`config.mk`:
```
export PLATFORM = sky130hd
export DESIGN_NAME = airlock_sequencer
export DESIGN_NICKNAME = d
export VERILOG_FILES = /design/src/rtl/airlock_sequencer.sv
export SDC_FILE = /design/constraint.sdc
export NUM_CORES = 1
export LEC_CHECK = 0
export ABC_AREA = 1
export BUFFER_PORTS_ARGS = -buffer_cell sky130_fd_sc_hd__buf_4
export CAP_MARGIN = 20
export CORE_MARGIN = 5
export CORE_UTILIZATION = 51
export DETAILED_ROUTE_END_ITERATION = 8
export PLACE_DENSITY = 0.81
export SLEW_MARGIN = 20
export SYNTH_ARGS = -nofsm -noshare
export SYNTH_HDL_FRONTEND = slang
export SYNTH_SLANG_ARGS = --single-unit
```
`constraint.sdc`:
```
create_clock -name clk -period 1.8 [get_ports clk]
set_clock_uncertainty 0.15 [all_clocks]
set_input_delay 0.18 -clock clk [delete_from_list [all_inputs] [get_ports clk]]
set_output_delay 0.18 -clock clk [all_outputs]
set_load 0.01 [all_outputs]
```
`src/rtl/airlock_sequencer.sv`:
```
// Airlock chamber sequencer: moves the chamber between cabin and water
// pressure with timed pump transfers and interlocked inner/outer doors.
module airlock_sequencer #(
    parameter int PRESS_CYCLES = 8,
    parameter int DRAIN_CYCLES = 12,
    parameter int CW           = 5
) (
    input  logic       clk,
    input  logic       reset,
    input  logic       cycle_req,
    input  logic       inner_req,
    input  logic       outer_req,
    input  logic       limit,
    output logic       inner_open,
    output logic       outer_open,
    output logic       pump_in,
    output logic       pump_out,
    output logic       busy,
    output logic       alarm,
    output logic       done,
    output logic [1:0] state
);

    typedef enum logic [1:0] {
        S_IN    = 2'b00,
        S_FILL  = 2'b01,
        S_OUT   = 2'b10,
        S_DRAIN = 2'b11
    } state_t;

    localparam logic [CW-1:0] PRESS_LAST = CW'(PRESS_CYCLES - 1);
    localparam logic [CW-1:0] DRAIN_LAST = CW'(DRAIN_CYCLES - 1);

    state_t        st, st_nx;
    logic [CW-1:0] cnt, cnt_nx;
    logic          cyc_q;
    logic          cyc_edge;
    logic          inner_nx, outer_nx, done_nx;

    assign cyc_edge = cycle_req & ~cyc_q;

    always_ff @(posedge clk or negedge reset) begin
        if (!reset) begin
            st         <= S_IN;
            cnt        <= '0;
            cyc_q      <= 1'b0;
            inner_open <= 1'b0;
            outer_open <= 1'b0;
            done       <= 1'b0;
        end else begin
            st         <= st_nx;
            cnt        <= cnt_nx;
            cyc_q      <= cycle_req;
            inner_open <= inner_nx;
            outer_open <= outer_nx;
            done       <= done_nx;
        end
    end

    // Doors default closed; only the resting states may open their own side.
    always_comb begin
        st_nx    = st;
        cnt_nx   = cnt;
        inner_nx = 1'b0;
        outer_nx = 1'b0;
        done_nx  = 1'b0;
        case (st)
            S_IN: begin
                inner_nx = inner_req;
                if (cyc_edge && !inner_open && !inner_req) begin
                    st_nx  = S_FILL;
                    cnt_nx = '0;
                end
            end
            S_FILL: begin
                if (!limit) begin
                    cnt_nx = cnt + CW'(1);
                    if (cnt == PRESS_LAST) begin
                        st_nx   = S_OUT;
                        done_nx = 1'b1;
                    end
                end
            end
            S_OUT: begin
                outer_nx = outer_req;
                if (cyc_edge && !outer_open && !outer_req) begin
                    st_nx  = S_DRAIN;
                    cnt_nx = '0;
                end
            end
            S_DRAIN: begin
                if (!limit) begin
                    cnt_nx = cnt + CW'(1);
                    if (cnt == DRAIN_LAST) begin
                        st_nx   = S_IN;
                        done_nx = 1'b1;
                    end
                end
            end
            default: st_nx = S_IN;
        endcase
    end

    // Pumps are gated by limit combinationally so a pause stops them at once.
    assign pump_in  = (st == S_FILL)  & ~limit;
    assign pump_out = (st == S_DRAIN) & ~limit;
    assign busy     = (st == S_FILL) | (st == S_DRAIN);
    assign alarm    = busy & limit;
    assign state    = st;

endmodule

```
==> run metrics, run 1 <==
status finished, final reports clean; CP max stage delay 440 ps; # port buffers 14; clk buf depth 2; diode count 0; Clock Pin Slew Worst Setup and Hold Paths 80 ps; unrepaired setup endpoints after global routing no; Synth top area share 0.407; post-layout util 0.690; initial antenna violation count 0; CTS tree built; cells after synthesis 86; count of cell types in the netlist 16; Initial Util 0.533; ranking of synthesized cells by area dfrtp_1 41%, nand2_1 13%, ha_1 11%; placed wire-length estimate 1.04 mm; post-CTS setup buffer count 0; total power draw 1.21 mW; crit-path most repeated cell nand2_4; GP Congestion 0.815; DP Worst Slack 184 ps; die span in x 46.4 um; Top Ports 15; Syn-to-layout area delta 29.6%; die area 2150 sq um; Max Clock Freq 0.589 GHz; max_cap viols 0; DRC viols 0; worst hold path class in -> async; Layout Cells excl Fill 124; post-synth net total 98; GRT overflow 0; Setup crit start kind register; CP max FO 6; WL final 1.36 mm; DR pass1 iterations 4; CTS Buf Count 3; pwr/cell area 1380 nW/um^2; clk root buf clkbuf_4; fin crit share 0.943; Via-to-Cell Ratio 4.74; first-pass GRT wire length 2.33 mm; die height 46.4 um; placed insts 115; footprint of the multi-input gates 355 sq um; Final TNS setup 0 ps; WP data arrival 1370 ps; Clk Latency, worst-skew pair 270 ps; Crit Path Category reg -> out; final hold violation count 0; FF+latch count, synth 11; Slew Viols, Final 0; Worst-Margin Slew 180 ps; Top Layer Used met4; Yosys top cell by area dfrtp_1; DR iter-0 viols 6; Slowest-stage cell, CP dfrtp_1; htree depth 1; Final WS setup 103 ps; post-synthesis sequential area ratio 0.407; Synth Cell Area 676 sq um; vias in the first global route 563; worst path required time 1470 ps; WL met1 609 um; Sequential Area 275 sq um; setup violators final 0; relative slew slack 0.879; detailed-route via count 588; Core Footprint 1270 sq um; Antenna Nets Post-Route 0; Avg Cell Area, Syn 7.86 sq um; Nets 122; met3 WL 96 um; TritonCTS Sinks 11; CP cell instances ha_1 -> inv_2 -> nand2_4 -> nand2_4 -> inv_1 -> buf_4; Leak 0.480 nW; largest net degree at the start of global routing 12; share of cells above drive strength 1 0.303; Filler cells 115; crit end category output port; post-layout minimum cycle time 1700 ps; Total GRT Usage 0.151; YS warnings 0; WL/cell 10.9 um; Max VDD drop 0.805 mV; met2 wire length 635 um; row count 13
## critical path, delay by kind of cell, from the launching register on
| family | cells | cell delay (ps) |
|---|---|---|
| flip-flops | 1 | 440 |
| buffers and inverters | 3 | 260 |
| adder cells (fa/ha/maj) | 1 | 250 |
| AND/OR/NAND/NOR | 2 | 140 |
## cell usage in the layout, fill, tap and decap left out, types with 2 or more instances in the layout
cell type / synthesis / layout
nand2_1: 23 / 23
buf_4: 0 / 14
dfrtp_1: 11 / 11
nor2_1: 10 / 10
nand3_1: 7 / 7
inv_2: 4 / 6
inv_1: 8 / 6
ha_1: 6 / 6
o21ai_0: 5 / 5
dlygate4sd3_1: 0 / 5
nand2_2: 3 / 3
clkbuf_4: 0 / 3
nand2_4: 2 / 2
or2_2: 2 / 2
## synthesized netlist by cell type (all sizes together)
library cell  count
o31ai             1
dfrtp            11
ha                6
nand2            28
o21ai             5
nor2             12
o21bai            1
nand3             8
or2               2
inv              12
## sequential cells by signal (all words and copies together) (netlist names)
signal and flops:
cnt 5, state 2, outer_open 1, cyc_q 1
done 1, inner_open 1
## through the flow
| step | hold WS [ps] | instance area [sq um] |
|---|---|---|
| after floorplan | -266 | 676 |
| final | 130 | 876 |
| after global routing | 151 | 876 |
| after global placement | -126 | 800 |
| after detailed placement | -122 | 800 |
| after CTS | 138 | 876 |
## cell type report
type,count,share of cell area
Timing Repair Buffer,19,0.177
Clock buffer,4,0.0300
Sequential cell,11,0.314
Multi-Input combinational cell,63,0.406
Inverter,12,0.0514
Tap cell,15,0.0214
## worst paths after layout
kind                       depth (start not counted)  slack (ps)     start       end
max                                                6         100  state[0]     alarm
max in group asynchronous                          2        1210     reset     cyc_q
min in group clk                                   2         370    cnt[1]    cnt[1]
min                                                2         130     reset    cnt[3]
max reg2reg                                        9         230  state[0]  state[1]
min reg2reg                                        2         370    cnt[1]    cnt[1]
## where the power goes
group	internal, mW	switching [mW]
Sequential	0.308	0.0603
Clock	0.0855	0.0861
Combinational	0.277	0.389
## layer usage
| metal | global-route usage | up-vias |
|---|---|---|
| met5 | 0 | - |
| met4 | 0.0511 | 0 |
| met3 | 0.0352 | 2 |
| met2 | 0.266 | 13 |
| met1 | 0.177 | 256 |
| li1 | - | 317 |
## timing repair
| item | in CTS | in global routing |
|---|---|---|
| endpoints found under the setup margin | 0 | 1 |
| endpoints found under the hold margin | 15 | 0 |
| hold buffers | 5 | 0 |
| resized for setup | 0 | 2 |
## logic make-up after synthesis
logic type / Yosys count / share of synthesized area
adder cells (fa/ha/maj): 6 / 0.111
flip-flops: 11 / 0.407
AND/OR/NAND/NOR: 50 / 0.356
buffers and inverters: 12 / 0.0667
AO/OA/AOI/OAI: 7 / 0.0593
Note: power is estimated with default switching activity, not from simulation.
==> run 2: changes to the inputs <==
Settings changed: CORE_MARGIN 5 to 2, MAX_ROUTING_LAYER from default to met4.
==> run metrics, run 2 (synthesis results as in run 1) <==
Max VDD drop 0.796 mV; Setup crit start kind register; Max Clock Freq 0.578 GHz; DRC viols 0; vias in the first global route 480; Slowest-stage cell, CP dfrtp_1; Final TNS setup 0 ps; Top Ports 15; max reg flops 5; Worst Reg-to-Reg Cells 9; relative slew slack 0.866; WP data arrival 1400 ps; largest net degree at the start of global routing 12; first-pass GRT wire length 1.97 mm; max_cap viols 0; FF-to-FF Start state[0]; CTS tree built; Crit Path Category reg -> out; pwr/cell area 1390 nW/um^2; total power draw 1.22 mW; die area 1630 sq um; Initial Util 0.533; Leak 0.485 nW; Syn-to-layout area delta 30.7%; share of cells above drive strength 1 0.309; initial antenna violation count 0; most frequent cells in the layout 23 x nand2_1, 15 x buf_4, 11 x dfrtp_1; die span in x 40.4 um; Total GRT Usage 0.200; CTS Buf Count 3; fin crit share 0.961; GRT overflow 0; Nets 123; post-layout minimum cycle time 1730 ps; register with the most flip-flops cnt; Slew Viols, Final 0; CP cell instances ha_1 -> inv_2 -> nand2_4 -> nand2_4 -> inv_1 -> buf_4; Antenna Nets Post-Route 0; DR pass1 iterations 4; post-layout util 0.696; CP max FO 6; die height 40.4 um; CP max stage delay 450 ps; Clk Latency, worst-skew pair 270 ps; unrepaired setup endpoints after global routing no; final hold violation count 0; R2R Setup Slk 190 ps; detailed-route via count 607; placed insts 115; WHS 129 ps; FF-to-FF End state[0]; DR iter-0 viols 4; htree depth 1; # port buffers 14; clk buf depth 2; Worst-Margin Slew 201 ps; crit end category output port; Core Footprint 1270 sq um; diode count 0; Via-to-Cell Ratio 4.86; Filler cells 113; most common cell after layout, fill and taps aside nand2_1; worst hold path class in -> async; worst path required time 1470 ps; Layout Cells excl Fill 125; Worst Setup EP alarm; WL final 1.38 mm; row count 13; status finished, final reports clean; TritonCTS Sinks 11; Clock Pin Slew Worst Setup and Hold Paths 70 ps; placed wire-length estimate 1.04 mm; crit-path most repeated cell nand2_4; GP Congestion 0.736; CP startpoint state[0]; setup violators final 0; WL/cell 11.0 um; clk root buf clkbuf_4
==> run 2: changes by cell type in the layout (fill, tap and decap cells not counted), sizes merged <==
cell  before  now
buf       14   15
==> run 2: final cells by class <==
cell class,instances,area (sq um),share of cell area
Tap cell,15,18.8,0.0212
Clock buffer,4,26.3,0.0297
Multi-Input combinational cell,63,355,0.402
Sequential cell,11,275,0.312
Inverter,12,45.0,0.0510
Timing Repair Buffer,20,163,0.184
==> run 2: stage by stage <==
step | instance area (sq um) | setup WS [ps]
6_report | 883 | 69.6
5_1_grt | 883 | 15.2
4_1_cts | 876 | 10.1
3_5_place_dp | 800 | 154
3_3_place_gp | 800 | 239
2_1_floorplan | 676 | 223
==> run 2: critical path: cells and delay by family (launching register included) <==
family                   cells  cell delay [ps]
adder cells (fa/ha/maj)      1              270
flip-flops                   1              450
buffers and inverters        3              270
AND/OR/NAND/NOR              2              150
==> run 2: how the worst min path moves through the flow <==
stage / startpoint / to / slack, ps / depth (start not counted)
after global routing: reset / cnt[4] / 150 / 2
after CTS: reset / cnt[4] / 130 / 2
final: reset / done / 130 / 2
after detailed placement: reset / cnt[4] / -120 / 1
after floorplan: reset / cnt[0] / -270 / 0
after global placement: reset / cnt[2] / -130 / 1
==> run 2: repair_timing <==
| action | 4_1_cts | 5_1_grt |
|---|---|---|
| hold endpoints to repair | 15 | 0 |
| hold buffers | 5 | 0 |
| resized for setup | 0 | 2 |
| endpoints found under the setup margin | 0 | 1 |
| setup buffers | 0 | 1 |
==> run 2: power breakdown <==
part           switching [mW]  internal, mW
registers              0.0637         0.308
clock network          0.0826        0.0858
logic                   0.395         0.289
total                   0.542         0.683
==> run 2: routing by layer <==
layer / global-route usage / vias up / wire length (um)
met2: 0.325 / 15 / 678
met4: 0.125 / 0 / 29
li1: - / 313 / -
met5: - / - / 0
met1: 0.223 / 275 / 617
met3: 0.0389 / 4 / 54
